File: src/rtl/alu_pipe.sv
// Two-stage valid/ready ALU pipeline (add/sub/AND/OR) with {N,Z,C,V} flags.
// Define ALU_STICKY_V_EN to enable the sticky overflow indicator sticky_v.
module alu_pipe #(
  parameter int WIDTH = 4
) (
  input  logic             clk,
  input  logic             reset,
  input  logic             in_valid,
  output logic             in_ready,
  input  logic [WIDTH-1:0] A,
  input  logic [WIDTH-1:0] B,
  input  logic [1:0]       ALUControl,
  output logic             out_valid,
  input  logic             out_ready,
  output logic [WIDTH-1:0] Result,
  output logic [3:0]       ALUFlags,
  input  logic             clear_sticky,
  output logic             sticky_v
);

  typedef enum logic [1:0] {
    OP_ADD = 2'b00,
    OP_SUB = 2'b01,
    OP_AND = 2'b10,
    OP_OR  = 2'b11
  } alu_op_e;

  logic             s1_valid_q, s1_valid_d;
  logic [WIDTH-1:0] a_q, a_d, b_q, b_d;
  alu_op_e          op_q, op_d;

  logic             s2_valid_q, s2_valid_d;
  logic [WIDTH-1:0] res_q, res_d;
  logic [3:0]       flags_q, flags_d;

  logic             s2_adv, in_fire;
  logic [WIDTH-1:0] b_eff, alu_res;
  logic [WIDTH:0]   sum;
  logic             carry, ovf;

  assign s2_adv    = !s2_valid_q || out_ready;
  assign in_ready  = !s1_valid_q || s2_adv;
  assign in_fire   = in_valid && in_ready;
  assign out_valid = s2_valid_q;
  assign Result    = res_q;
  assign ALUFlags  = flags_q;

  // Subtraction reuses the adder as A + ~B + 1, so C=1 means no borrow.
  always_comb begin
    b_eff   = (op_q == OP_SUB) ? ~b_q : b_q;
    sum     = {1'b0, a_q} + {1'b0, b_eff} + {{WIDTH{1'b0}}, (op_q == OP_SUB)};
    alu_res = '0;
    carry   = 1'b0;
    ovf     = 1'b0;
    case (op_q)
      OP_ADD, OP_SUB: begin
        alu_res = sum[WIDTH-1:0];
        carry   = sum[WIDTH];
        ovf     = (a_q[WIDTH-1] == b_eff[WIDTH-1]) && (alu_res[WIDTH-1] != a_q[WIDTH-1]);
      end
      OP_AND:  alu_res = a_q & b_q;
      default: alu_res = a_q | b_q;
    endcase
  end

  always_comb begin
    s1_valid_d = s1_valid_q;
    a_d        = a_q;
    b_d        = b_q;
    op_d       = op_q;
    s2_valid_d = s2_valid_q;
    res_d      = res_q;
    flags_d    = flags_q;

    if (s2_adv) begin
      s1_valid_d = 1'b0;
      s2_valid_d = s1_valid_q;
      if (s1_valid_q) begin
        res_d   = alu_res;
        flags_d = {alu_res[WIDTH-1], (alu_res == '0), carry, ovf};
      end
    end

    // A same-cycle load overrides the drain so S1 refills without a bubble.
    if (in_fire) begin
      s1_valid_d = 1'b1;
      a_d        = A;
      b_d        = B;
      op_d       = alu_op_e'(ALUControl);
    end
  end

  always_ff @(posedge clk or posedge reset) begin
    if (reset) begin
      s1_valid_q <= 1'b0;
      a_q        <= '0;
      b_q        <= '0;
      op_q       <= OP_ADD;
      s2_valid_q <= 1'b0;
      res_q      <= '0;
      flags_q    <= '0;
    end else begin
      s1_valid_q <= s1_valid_d;
      a_q        <= a_d;
      b_q        <= b_d;
      op_q       <= op_d;
      s2_valid_q <= s2_valid_d;
      res_q      <= res_d;
      flags_q    <= flags_d;
    end
  end

`ifdef ALU_STICKY_V_EN
  logic sticky_q, sticky_d;

  always_comb begin
    sticky_d = sticky_q;
    if (s2_valid_q && out_ready && flags_q[0]) sticky_d = 1'b1;
    if (clear_sticky) sticky_d = 1'b0;
  end

  always_ff @(posedge clk or posedge reset) begin
    if (reset) sticky_q <= 1'b0;
    else       sticky_q <= sticky_d;
  end

  assign sticky_v = sticky_q;
`else
  logic unused_clear_sticky;
  assign unused_clear_sticky = clear_sticky;
  assign sticky_v            = 1'b0;
`endif

endmodule

File: config.mk
export PLATFORM = sky130hd
export DESIGN_NAME = alu_pipe
export DESIGN_NICKNAME = d
export VERILOG_FILES = /design/src/rtl/alu_pipe.sv
export SDC_FILE = /design/constraint.sdc
export NUM_CORES = 1
export LEC_CHECK = 0
export ABC_AREA = 1
export ABC_CLOCK_PERIOD_IN_PS = 3400
export CAP_MARGIN = 40
export CORE_ASPECT_RATIO = 1.4
export CORE_MARGIN = 5
export CORE_UTILIZATION = 26
export DETAILED_ROUTE_END_ITERATION = 16
export PLACE_DENSITY_LB_ADDON = 0.08
export SYNTH_ARGS = -nofsm -noshare
export SYNTH_HDL_FRONTEND = slang
export SYNTH_SLANG_ARGS = --single-unit
export TNS_END_PERCENT = 1
File: constraint.sdc
create_clock -name clk -period 3.4 [get_ports clk]
set_clock_uncertainty 0.05 [all_clocks]
set_input_delay 0.68 -clock clk [delete_from_list [all_inputs] [get_ports clk]]
set_output_delay 0.68 -clock clk [all_outputs]
set_load 0.02 [all_outputs]
==> After elaboration in Yosys (flattened, before gate mapping) <==
Cells that the tools add are included.
{ "op_classes": {"n_addsub": 2, "n_eq_ne": 4, "muxes": 6, "n_bitwise": 3, "reduce_logical": 11} }
{ "op_table": {"columns": ["op", "count"], "rows": [
  ["4-bit one-hot mux with 2 select lines", 1],
  ["4-bit by 4-bit adder with 5-bit output", 1],
  ["5-bit by 1-bit adder with 5-bit output", 1],
  ["4-bit AND", 1],
  ["4-bit zero test", 1],
  ["1-bit 2-to-1 mux", 4],
  ["4-bit 2-to-1 mux", 1],
  ["4-bit inverter", 1],
  ["4-bit OR", 1],
  ["2-bit by 1-bit == test with 1-bit output (second input constant)", 1],
  ["2-bit == test (second input constant)", 1],
  ["1-bit logical AND", 2],
  ["1-bit zero test", 2],
  ["2-bit zero test", 1],
  ["1-bit logical OR", 2],
  ["2-bit AND reduction", 1],
  ["2-bit nonzero test", 1],
  ["2-bit OR reduction", 1],
  ["1-bit == test", 1],
  ["1-bit inequality test", 1]
]} }
{ "totals": {"reg_bits": 20, "in_bits": 15, "output_inout_bits": 11, "word_cells": 33} }

==> Depth between registers and ports, before layout <==
{ "depth": {"word_depth": 7, "ltp_mapped": 14, "depth_no_buf": 14} }

==> Worst setup path before layout <==
No wires, ideal clock.
{ "synth_path": {"kind": "register to register", "from": "register op_q[1]", "to": "register flags_q[2] (netlist: ALUFlags[2])", "setup_time_ns": 0.117, "arrival_time_ns": 1.759, "t_required_ns": 3.233, "setup_slack_ns": 1.474, "stages_incl_launch_ff": 10, "path_buffers": 0, "synth_period_minus_slack_ns": 1.926, "cell_sequence": "dfrtp_1 inv_2 nand2_4 xor2_1 fa_1 or2_2 nand3_1 nor2_1 nand3_1 nand2_1"} }
{ "synth_between": {"elab_chain_len": 6, "word_cells_on_any_way": 9, "classes_between": "add/sub (2); eq/ne (2); mux (2); reduce/logical (3)"} }
{ "synth_rtl": {"columns": ["element", "line_no", "source"], "rows": [
  ["from (decl)", "30", "alu_op_e op_q, op_d;"],
  ["from (signal assigned)", "106", "op_q <= op_d;"],
  ["2-bit by 1-bit == test with 1-bit output", "50, 51, 55", null],
  ["4-bit 2-to-1 mux", "50", "b_eff = (op_q == OP_SUB) ? ~b_q : b_q;"],
  ["4-bit by 4-bit adder with 5-bit output", "51", "sum = {1'b0, a_q} + {1'b0, b_eff} + {{WIDTH{1'b0}}, (op_q == OP_SUB)};"],
  ["5-bit by 1-bit adder with 5-bit output", "51", null],
  ["4-bit one-hot mux with 2 select lines *", "55", "case (op_q)"],
  ["4-bit zero test *", "80", "flags_d = {alu_res[WIDTH-1], (alu_res == '0), carry, ovf};"],
  ["to (signal assigned)", "109", "flags_q <= flags_d;"],
  ["to (decl)", "34", "logic [3:0] flags_q, flags_d;"]
]} }
Mark *: on every way between the ends. The rest lies on a longest branch, timed or not.
A chain may end at the register's enable or synchronous reset.

==> Worst setup path in the final report <==
{ "layout_path": {"from": "input port out_ready", "to": "output port in_ready"} }
{ "layout_between": {"elab_chain_len": 2} }
{ "layout_rtl": {"columns": ["element", "line_no", "source"], "rows": [
  ["from (decl)", "14", "input logic out_ready,"],
  ["1-bit logical OR", "41", "assign s2_adv = !s2_valid_q || out_ready;"],
  ["1-bit logical OR", "42", "assign in_ready = !s1_valid_q || s2_adv;"],
  ["to (decl)", "9", "output logic in_ready,"]
]} }
No other way between the ends.

==> metrics <==
Yosys cell types 28; Post-Synth Simple-Gate Area 25.00%; Residual DRC 0; P per Cell Area roughly 630 mW/mm²; DP HPWL 1.948 mm; largest family of logic cells by synthesized area simple AND/OR/NAND/NOR gates; pre-CTS setup slack 733.9 ps; nets@finish approximately 170; Post-Place Cells between 150 and 200; syn avg cell area about 8.4 µm²; GRT Resource Usage Total about 9.8%; core outline area around 0.004 mm²; vias per cell between 4 and 5; outcome completed; Crit. End Element output pin; TritonRoute pass-1 iters 4; ys flop type dfrtp_1; # setup viols final 0; final hold violations 0; Synth Area in Compound Gates 9.838%; post-synthesis mux area share between 2 and 2.5%; Slew @ Worst Pin 741.4 ps; setup TNS 0 ps; final worst path period need about 2700 ps; most numerous cell in the Yosys netlist nand2_1; clock transition at the registers of the reported paths 70 ps; RSZ-0062 raised after global routing no; Iter 0 DRT Violations 16; Synthesized Nets roughly 150; clk buf depth 2; Hold Crit Start ALUFlags[0]; share of post-route cells with drive strength above 1 13.16%; top post-synthesis cells by area dfrtp_1, nand2_1, ha_1, inv_1, a21oi_1; RR Endpoint ALUFlags[2]; RePlAce Congestion between 0.8 and 0.9; crit path launch type primary input; Slew headroom between 50 and 60%; Clock Latency Late Sink around 250 ps; TritonCTS clock tree done; Post-CTS Hold Fix Bufs 0; Clock Sinks 19; Synth Area in XOR/XNOR between 2 and 2.5%; Syn. warnings 0; crit path DAT approximately 1900 ps; reg2reg start op_q[1]; final WL about 2.5 mm; Hold Path Stages 2; Gate Count Post-Synth 128; Starting Density a little over a quarter; Non-Filler Instances just under 200; vias in the first global route roughly 960; I/O pin count 26; ANT cells 0; top-area cell type share of the netlist area between 40 and 50%; worst path required time about 2700 ps; worst setup margin 744.1 ps; hold crit path type reg2reg; largest net degree at the start of global routing 20; leakage between 0.6 and 0.7 nW; TritonCTS buffer count 3; Max IR drop VDD 0.1471 mV; crit-path max FO 3; register bit total from synthesis 19; Final period util about four fifths; Worst Hold Path EP ALUFlags[0]; I/O Buffers 23; Post-Synth Adder-Cell Area under 10%; Min Hold Slack 431.3 ps; # Post-CTS Setup Buffers 0; Root Driver clkbuf_8; Detail Route Antenna Nets 0; post-synthesis cell area around 0.0011 mm²; Vias just under 900; GR Overflow Total 0; crit path kind in2out; first-pass GRT wire length approximately 4.3 mm; max-cap violations 0; post-synthesis sequential area ratio a little over two fifths; reg2reg setup slack about 1300 ps; average wire per standard cell approximately 13 µm; Die Wd ~64 µm; synth cell count leaders nand2_1, dfrtp_1, inv_1; Final Power between 800 and 900 µW; Row Count 27; Area growth, synth to finish 28.36%; initial antenna violation count 0; Final Max Slew Viols 0; area leader, netlist dfrtp_1; ys async rst share 100.0%; Post-synth EDFFs 0; H-tree depth 1; PostCTS Resize Cnt 0; maximum clock frequency around 380 MHz; DIE HEIGHT about 86 µm; Die ar. approximately 0.0056 mm²; worst reg-to-reg path cell count 9
==> through the flow <==
stage | instance area [µm²] | util, %
final | 1388 | 34.81
after global routing | 1388 | 34.81
after CTS | 1388 | 34.81
after detailed placement | 1343 | 33.68
after global placement | 1343 | 33.68
after floorplan | 1081 | -
==> where the power goes <==
group	internal (mW)	leakage (nW)	switching, mW
registers	0.278	0.222	0.0372
logic	0.176	0.433	0.225
clock network	0.0833	0.0228	0.0773
total	0.537	0.677	0.340
==> layout make-up <==
| type | count | area (µm²) |
|---|---|---|
| clock buffer | 4 | 45.04 |
| fill | 435 | 2599 |
| inverter | 19 | 71.32 |
| multi-input combinational | 87 | 511.7 |
| sequential | 19 | 475.5 |
| tap | 43 | 53.80 |
| timing repair buffer | 23 | 230.2 |
==> critical path, cell delays in order <==
cell and delay [ps]:
clkdlybuf4s50_1 470, inv_2 40, nand3_1 110, clkdlybuf4s50_1 630
==> layer usage <==
layer  wire length (µm)  vias up  global-route usage [%]
li1                   -      452                       -
met1               1011      420                   10.67
met2               1332       14                   18.23
met3                 88        2                   1.816
met4                 24        0                   4.615
met5                  0        -                       0
==> registers in the layout, indices dropped and copies added (netlist names) <==
signal,cells
Result,4
a_q,4
b_q,4
ALUFlags,3
op_q,2
out_valid,1
s1_valid_q,1
==> kinds of logic (layout without fill, tap and decap cells) <==
logic type                 count (synthesis)  in the layout
xor gates and xnor gates                   3              3
and+or+nand+nor                           56             56
other                                      1              1
buffers and inverters                     22             46
muxes                                      2              2
AOI/OAI and AO/OA                         19             19
DFF                                       19             19
adders and majority gates                  6              6
==> how the worst max path moves through the flow <==
stage	start	end	cells past startpoint
2_1_floorplan	op_q[1]	ALUFlags[2]	9
3_3_place_gp	out_ready	in_ready	4
3_5_place_dp	out_ready	in_ready	4
4_1_cts	out_ready	in_ready	4
5_1_grt	out_ready	in_ready	4
6_report	out_ready	in_ready	4
==> cells in the final DEF (no fill, tap or decap), types with 3 or more instances in the layout <==
cell type        count
nand2_1             24
clkdlybuf4s50_1     23
dfrtp_1             19
inv_1               16
a21oi_1             11
nor2_1              10
nand3_1              8
nand2_2              5
ha_1                 5
inv_2                3
nand3_2              3
clkbuf_8             3
Power figures use the tool's default switching activity.
